==> src/rtl/counter_timeslot_arbiter_if.sv <==
// Request/grant bundle between two client FSMs and the shared-counter arbiter.
// The client side drives the requests; the arbiter drives grants, count and done pulses.
interface counter_timeslot_arbiter_if #(
  parameter int WIDTH = 4
);
  logic             req0;
  logic [WIDTH-1:0] term0;
  logic             req1;
  logic [WIDTH-1:0] term1;
  logic             abort;
  logic             gnt0;
  logic             gnt1;
  logic             busy;
  logic [WIDTH-1:0] count;
  logic             done0;
  logic             done1;

  modport master (
    output req0, term0, req1, term1, abort,
    input  gnt0, gnt1, busy, count, done0, done1
  );

  modport slave (
    input  req0, term0, req1, term1, abort,
    output gnt0, gnt1, busy, count, done0, done1
  );
endinterface

==> src/rtl/counter_timeslot_arbiter.sv <==
// Round-robin arbiter that lends one internal up-counter to two requesters.
// The granted requester's interval is timed from 0 up to its latched terminal value.
module counter_timeslot_arbiter #(
  parameter int WIDTH = 4
) (
  input  logic                          clk,
  input  logic                          rst,
  counter_timeslot_arbiter_if.slave     bus
);

  typedef enum logic [1:0] {
    IDLE = 2'd0,
    RUN  = 2'd1,
    DONE = 2'd2
  } state_t;

  state_t           state_reg;
  logic [1:0]       gnt_reg;
  logic [1:0]       done_reg;
  logic             busy_reg;
  logic [WIDTH-1:0] count_reg;
  logic [WIDTH-1:0] term_lat_reg;
  logic             owner_reg;
  logic             rr_last_reg;

  logic [1:0]       req_vec;
  logic [WIDTH-1:0] term_vec [2];
  logic [1:0]       pick_onehot;
  logic [1:0]       owner_onehot;
  logic             any_req;
  logic             pick_next;
  logic             owner_req;
  logic             term_hit;

  assign req_vec = {bus.req1, bus.req0};
  assign term_vec[0] = bus.term0;
  assign term_vec[1] = bus.term1;

  genvar gi;
  generate
    for (gi = 0; gi < 2; gi++) begin : g_onehot
      assign pick_onehot[gi]  = (pick_next == 1'(gi));
      assign owner_onehot[gi] = (owner_reg == 1'(gi));
    end
  endgenerate

  // On a tie the requester that did not own the counter last goes first.
  always_comb begin
    any_req   = |req_vec;
    pick_next = (&req_vec) ? ~rr_last_reg : req_vec[1];
    owner_req = req_vec[owner_reg];
    term_hit  = (count_reg == term_lat_reg);
  end

  always_ff @(posedge clk or negedge rst) begin
    if (!rst) begin
      state_reg    <= IDLE;
      gnt_reg      <= 2'b00;
      done_reg     <= 2'b00;
      busy_reg     <= 1'b0;
      count_reg    <= '0;
      term_lat_reg <= '0;
      owner_reg    <= 1'b0;
      rr_last_reg  <= 1'b1;
    end else begin
      case (state_reg)
        IDLE: begin
          done_reg <= 2'b00;
          if (any_req) begin
            state_reg    <= RUN;
            owner_reg    <= pick_next;
            gnt_reg      <= pick_onehot;
            busy_reg     <= 1'b1;
            count_reg    <= '0;
            term_lat_reg <= term_vec[pick_next];
          end
        end
        RUN: begin
          // Abandonment beats a terminal match; the count is left as-is for inspection.
          if (bus.abort || !owner_req) begin
            state_reg   <= IDLE;
            gnt_reg     <= 2'b00;
            busy_reg    <= 1'b0;
            rr_last_reg <= owner_reg;
          end else if (term_hit) begin
            state_reg   <= DONE;
            gnt_reg     <= 2'b00;
            done_reg    <= owner_onehot;
            rr_last_reg <= owner_reg;
          end else begin
            count_reg <= count_reg + 1'b1;
          end
        end
        DONE: begin
          state_reg <= IDLE;
          done_reg  <= 2'b00;
          busy_reg  <= 1'b0;
        end
        default: begin
          state_reg <= IDLE;
          gnt_reg   <= 2'b00;
          done_reg  <= 2'b00;
          busy_reg  <= 1'b0;
        end
      endcase
    end
  end

  assign bus.gnt0  = gnt_reg[0];
  assign bus.gnt1  = gnt_reg[1];
  assign bus.done0 = done_reg[0];
  assign bus.done1 = done_reg[1];
  assign bus.busy  = busy_reg;
  assign bus.count = count_reg;

endmodule

==> src/flat_wrapper.sv <==
// flat-port wrapper written by rule: the top's interface ports become plain ports
module counter_timeslot_arbiter_flat 
#(
  parameter int WIDTH = 4
)
  (clk, rst, bus_req0, bus_term0, bus_req1, bus_term1, bus_abort, bus_gnt0, bus_gnt1, bus_busy, bus_count, bus_done0, bus_done1);
  counter_timeslot_arbiter_if #(.WIDTH(WIDTH)) bus_i ();
  input  logic clk;
  input  logic rst;
  input wire logic [$bits(bus_i.req0)-1:0] bus_req0;
  input wire logic [$bits(bus_i.term0)-1:0] bus_term0;
  input wire logic [$bits(bus_i.req1)-1:0] bus_req1;
  input wire logic [$bits(bus_i.term1)-1:0] bus_term1;
  input wire logic [$bits(bus_i.abort)-1:0] bus_abort;
  output wire logic [$bits(bus_i.gnt0)-1:0] bus_gnt0;
  output wire logic [$bits(bus_i.gnt1)-1:0] bus_gnt1;
  output wire logic [$bits(bus_i.busy)-1:0] bus_busy;
  output wire logic [$bits(bus_i.count)-1:0] bus_count;
  output wire logic [$bits(bus_i.done0)-1:0] bus_done0;
  output wire logic [$bits(bus_i.done1)-1:0] bus_done1;
  assign bus_i.req0 = bus_req0;
  assign bus_i.term0 = bus_term0;
  assign bus_i.req1 = bus_req1;
  assign bus_i.term1 = bus_term1;
  assign bus_i.abort = bus_abort;
  assign bus_gnt0 = bus_i.gnt0;
  assign bus_gnt1 = bus_i.gnt1;
  assign bus_busy = bus_i.busy;
  assign bus_count = bus_i.count;
  assign bus_done0 = bus_i.done0;
  assign bus_done1 = bus_i.done1;
  counter_timeslot_arbiter #(.WIDTH(WIDTH)) u_core (.clk(clk), .rst(rst), .bus(bus_i));
endmodule
==> config.mk <==
export PLATFORM = sky130hd
export DESIGN_NAME = counter_timeslot_arbiter_flat
export DESIGN_NICKNAME = d
export VERILOG_FILES = /design/src/rtl/counter_timeslot_arbiter_if.sv /design/src/rtl/counter_timeslot_arbiter.sv /design/src/flat_wrapper.sv
export SDC_FILE = /design/constraint.sdc
export NUM_CORES = 1
export LEC_CHECK = 0
export CAP_MARGIN = 10
export CORE_AREA = 3 3 59 61
export CTS_BUF_LIST = sky130_fd_sc_hd__clkbuf_4 sky130_fd_sc_hd__clkbuf_8
export DETAILED_ROUTE_END_ITERATION = 16
export DIE_AREA = 0 0 62 64
export GPL_TIMING_DRIVEN = 0
export HOLD_SLACK_MARGIN = 0.03
export PLACE_DENSITY = 0.61
export SLEW_MARGIN = 20
export SYNTH_ARGS = -nofsm -noshare
export SYNTH_HDL_FRONTEND = slang
export SYNTH_SLANG_ARGS = --single-unit
export TNS_END_PERCENT = 1
==> constraint.sdc <==
create_clock -name clk -period 1.4 [get_ports clk]
set_clock_uncertainty 0.1 [all_clocks]
set_input_delay 0.28 -clock clk [delete_from_list [all_inputs] [get_ports clk]]
set_output_delay 0.28 -clock clk [all_outputs]
set_load 0.05 [all_outputs]
==> metrics <==
num ports=22; Max clock buf depth=2; Num CTS Buffers=3; main combinational cell family by area after synthesis=simple AND/OR/NAND/NOR gates; multiplexer share of the synthesized area=0.127; critical path endpoint category=register; PortBufs=21; Final GP Congestion=0.782; clk root buf=clkbuf_4; vias in the first global route=747; Max Cap Viol=0; CP arrival=1.57 ns; Vias=733; Post-Syn Area per Cell=10.5 um2; detailed placer's ending HPWL=1.39 mm; Pleak=0.577 nW; Via density=4.52; Hold Path Class=input port to async pin; clk sinks=17; Post-layout nets=133; Die ar.=3970 um2; Synth area leader=dfrtp_1; Antenna Nets Post-Route=0; Hold Buf Count CTS=0; worst-margin pin slew=0.747 ns; Post-Syn Area=885 um2; area share of fa/ha/maj cells after synthesis=0.0141; Hold Slack=0.323 ns; placed cells=149; register area share after synthesis=0.482; gr ovfl total=0; Top FF cell, synth=dfrtp_1; die width=62 um; clock transition at the registers of the reported paths=0.10 ns; Synth Warn #=0; Crit path depth=4; Filler cells=321; final setup margin=-0.108 ns; starting density of the core=0.292; FF+latch count, synth=17; DRT iter0 DRCs=17; Worst path max stage delay=0.46 ns; FFs w/ async S/R, synth=1.00; peak supply drop=0.414 mV; Final Hold Fails=0; Placement Rows=20; crit-path cells=xnor2_2 -> nand4_4 -> o311ai_2 -> o31ai_2; Setup WS pre-CTS=-0.571 ns; Final TNS setup=-0.502 ns; failing checks=negative setup slack; reg2reg path depth=4; Synth top area share=0.453; min cycle time layout=1.51 ns; FMAX=663 MHz; xor/xnor share of the synthesized area=0.0481; Bufs and invs on worst path=0; Crit Path Category=register to register; Post-Synthesis Cells=84; max-slew violations=0; routed wire length=2.03 mm; synth top area cells=dfrtp_1, mux2i_1, nand2_1; CTS H-tree lvls=1; worst-path fanout max=5; unrepaired setup endpoints after global routing=yes; power density over the cells=1980 nW/um2; Synth Net Count=98; drt pass-1 iters=4; die height=64 um; non-filler cells, final=162; CP top delay family=flip-flops; Post-synth EDFFs=0; CP startpoint kind=register; # diodes=0; CTS tree=built; period utilization=1.08; Crit path required time=1.46 ns; post-route DRC violation count=0; clock latency on the worst-skew pair=0.29 ns; core area=3030 um2; largest net degree at the start of global routing=18; Synth Area in Compound Gates=0.136; per-cell routed wire length=12.5 um; Area Growth Syn to Fin=47.1%; status=finished, violations left; initial antenna violation count=0; Global Route Usage Sum=0.108; critical path's slowest cell=dfrtp_2; post-synth cell types=33; first-pass GRT wire length=3.26 mm; setup violators final=8; share of cells above drive strength 1=0.398; Synth Area in Simple Gates=0.163; slew margin rel.=0.501
[power breakdown]
group | total, mW | leakage (nW) | switching [mW] | internal (mW)
sequential | 0.884 | 0.211 | 0.195 | 0.689
combinational | 1.41 | 0.348 | 0.796 | 0.617
clock | 0.284 | 0.0184 | 0.154 | 0.130
total | 2.58 | 0.577 | 1.14 | 1.44
[synth_stat cells (all sizes together), types with 2 or more instances]
master,count
dfrtp,16
nand2,10
mux2i,9
nor2,6
o21ai,5
xnor2,4
a21oi,3
inv,3
nand2b,3
nand3,3
a21boi,2
mux2,2
nand4,2
nor3,2
o2bb2ai,2
[layer usage]
layer  GRT usage  routed length (um)  share of wire  vias to the layer above
li1            -                   -              -                      364
met1       0.136                 852           0.42                      345
met2       0.170                1030           0.50                       18
met3      0.0182                  99          0.049                        6
met4      0.0557                  53          0.026                        0
met5           0                   0              0                        -
[path summary, 6_finish.rpt]
path,from,endpoint,slack [ns]
min in group clk,u_core.gnt_reg[1]$_DFFE_PN0P_,u_core.gnt_reg[1]$_DFFE_PN0P_,0.43
hold / removal,rst,u_core.term_lat_reg[0]$_DFFE_PN0P_,0.32
max in group asynchronous,rst,u_core.bus.count[2]$_DFFE_PN0P_,0.37
hold reg to reg,u_core.gnt_reg[1]$_DFFE_PN0P_,u_core.gnt_reg[1]$_DFFE_PN0P_,0.43
setup / recovery,u_core.bus.count[3]$_DFFE_PN0P_,u_core.done_reg[0]$_DFFE_PN0P_,-0.11
setup reg to reg,u_core.bus.count[3]$_DFFE_PN0P_,u_core.done_reg[0]$_DFFE_PN0P_,-0.11
[layout make-up]
class	count	area, um2	share of cell area
buffer	1	5.00	0.00385
clock buffer	4	30.0	0.0231
inverter	3	11.3	0.00865
multi-input combinational	62	519	0.399
sequential	17	432	0.332
tap	44	55.1	0.0423
timing repair buffer	31	249	0.191
[cells by family (layout without fill, tap and decap cells)]
family,count (synthesis),in the layout
xor+xnor,4,4
compound gates,17,17
mux,11,11
buf+inv,5,39
fa+ha+maj,1,1
flops,17,17
simple gates,29,29
[worst register-to-register path: cells and delay by family (launching register included)]
kind	cells	cell delay (ns)
flip-flops	1	0.46
AND/OR/NAND/NOR	1	0.16
AO/OA/AOI/OAI	2	0.46
XOR/XNOR	1	0.20
[placed cells by master (no fill, tap or decap), types with 2 or more instances in the layout]
cell	netlist	final
dfrtp_2	0	4
o21ai_1	4	4
nand3_1	3	3
xnor2_2	1	4
mux2i_1	9	8
nor2_1	5	5
a21oi_2	0	2
buf_4	0	10
buf_2	0	7
o2bb2ai_1	2	2
clkbuf_4	0	6
nand2_1	10	10
dfrtp_1	16	12
nand2b_1	3	2
clkdlybuf4s50_1	0	10
nor3_1	2	2
inv_1	3	3
dlygate4sd2_1	0	2
[per-stage QoR]
step	cell area (um2)	utilization	total power, mW
after floorplan	912	-	1.72
after global placement	1180	0.389	2.04
after detailed placement	1180	0.389	2.07
after CTS	1250	0.412	2.43
after global routing	1300	0.430	2.75
final	1300	0.430	2.58
[repair_timing]
action / in CTS / in global routing
setup endpoints to repair: 24 / 20
hold endpoints to repair: 0 / 0
cloned: 0 / 0
setup buffers: 8 / 2
resized for setup: 44 / 18
pin swaps: 4 / 3
(Power assumes the default switching activity.)
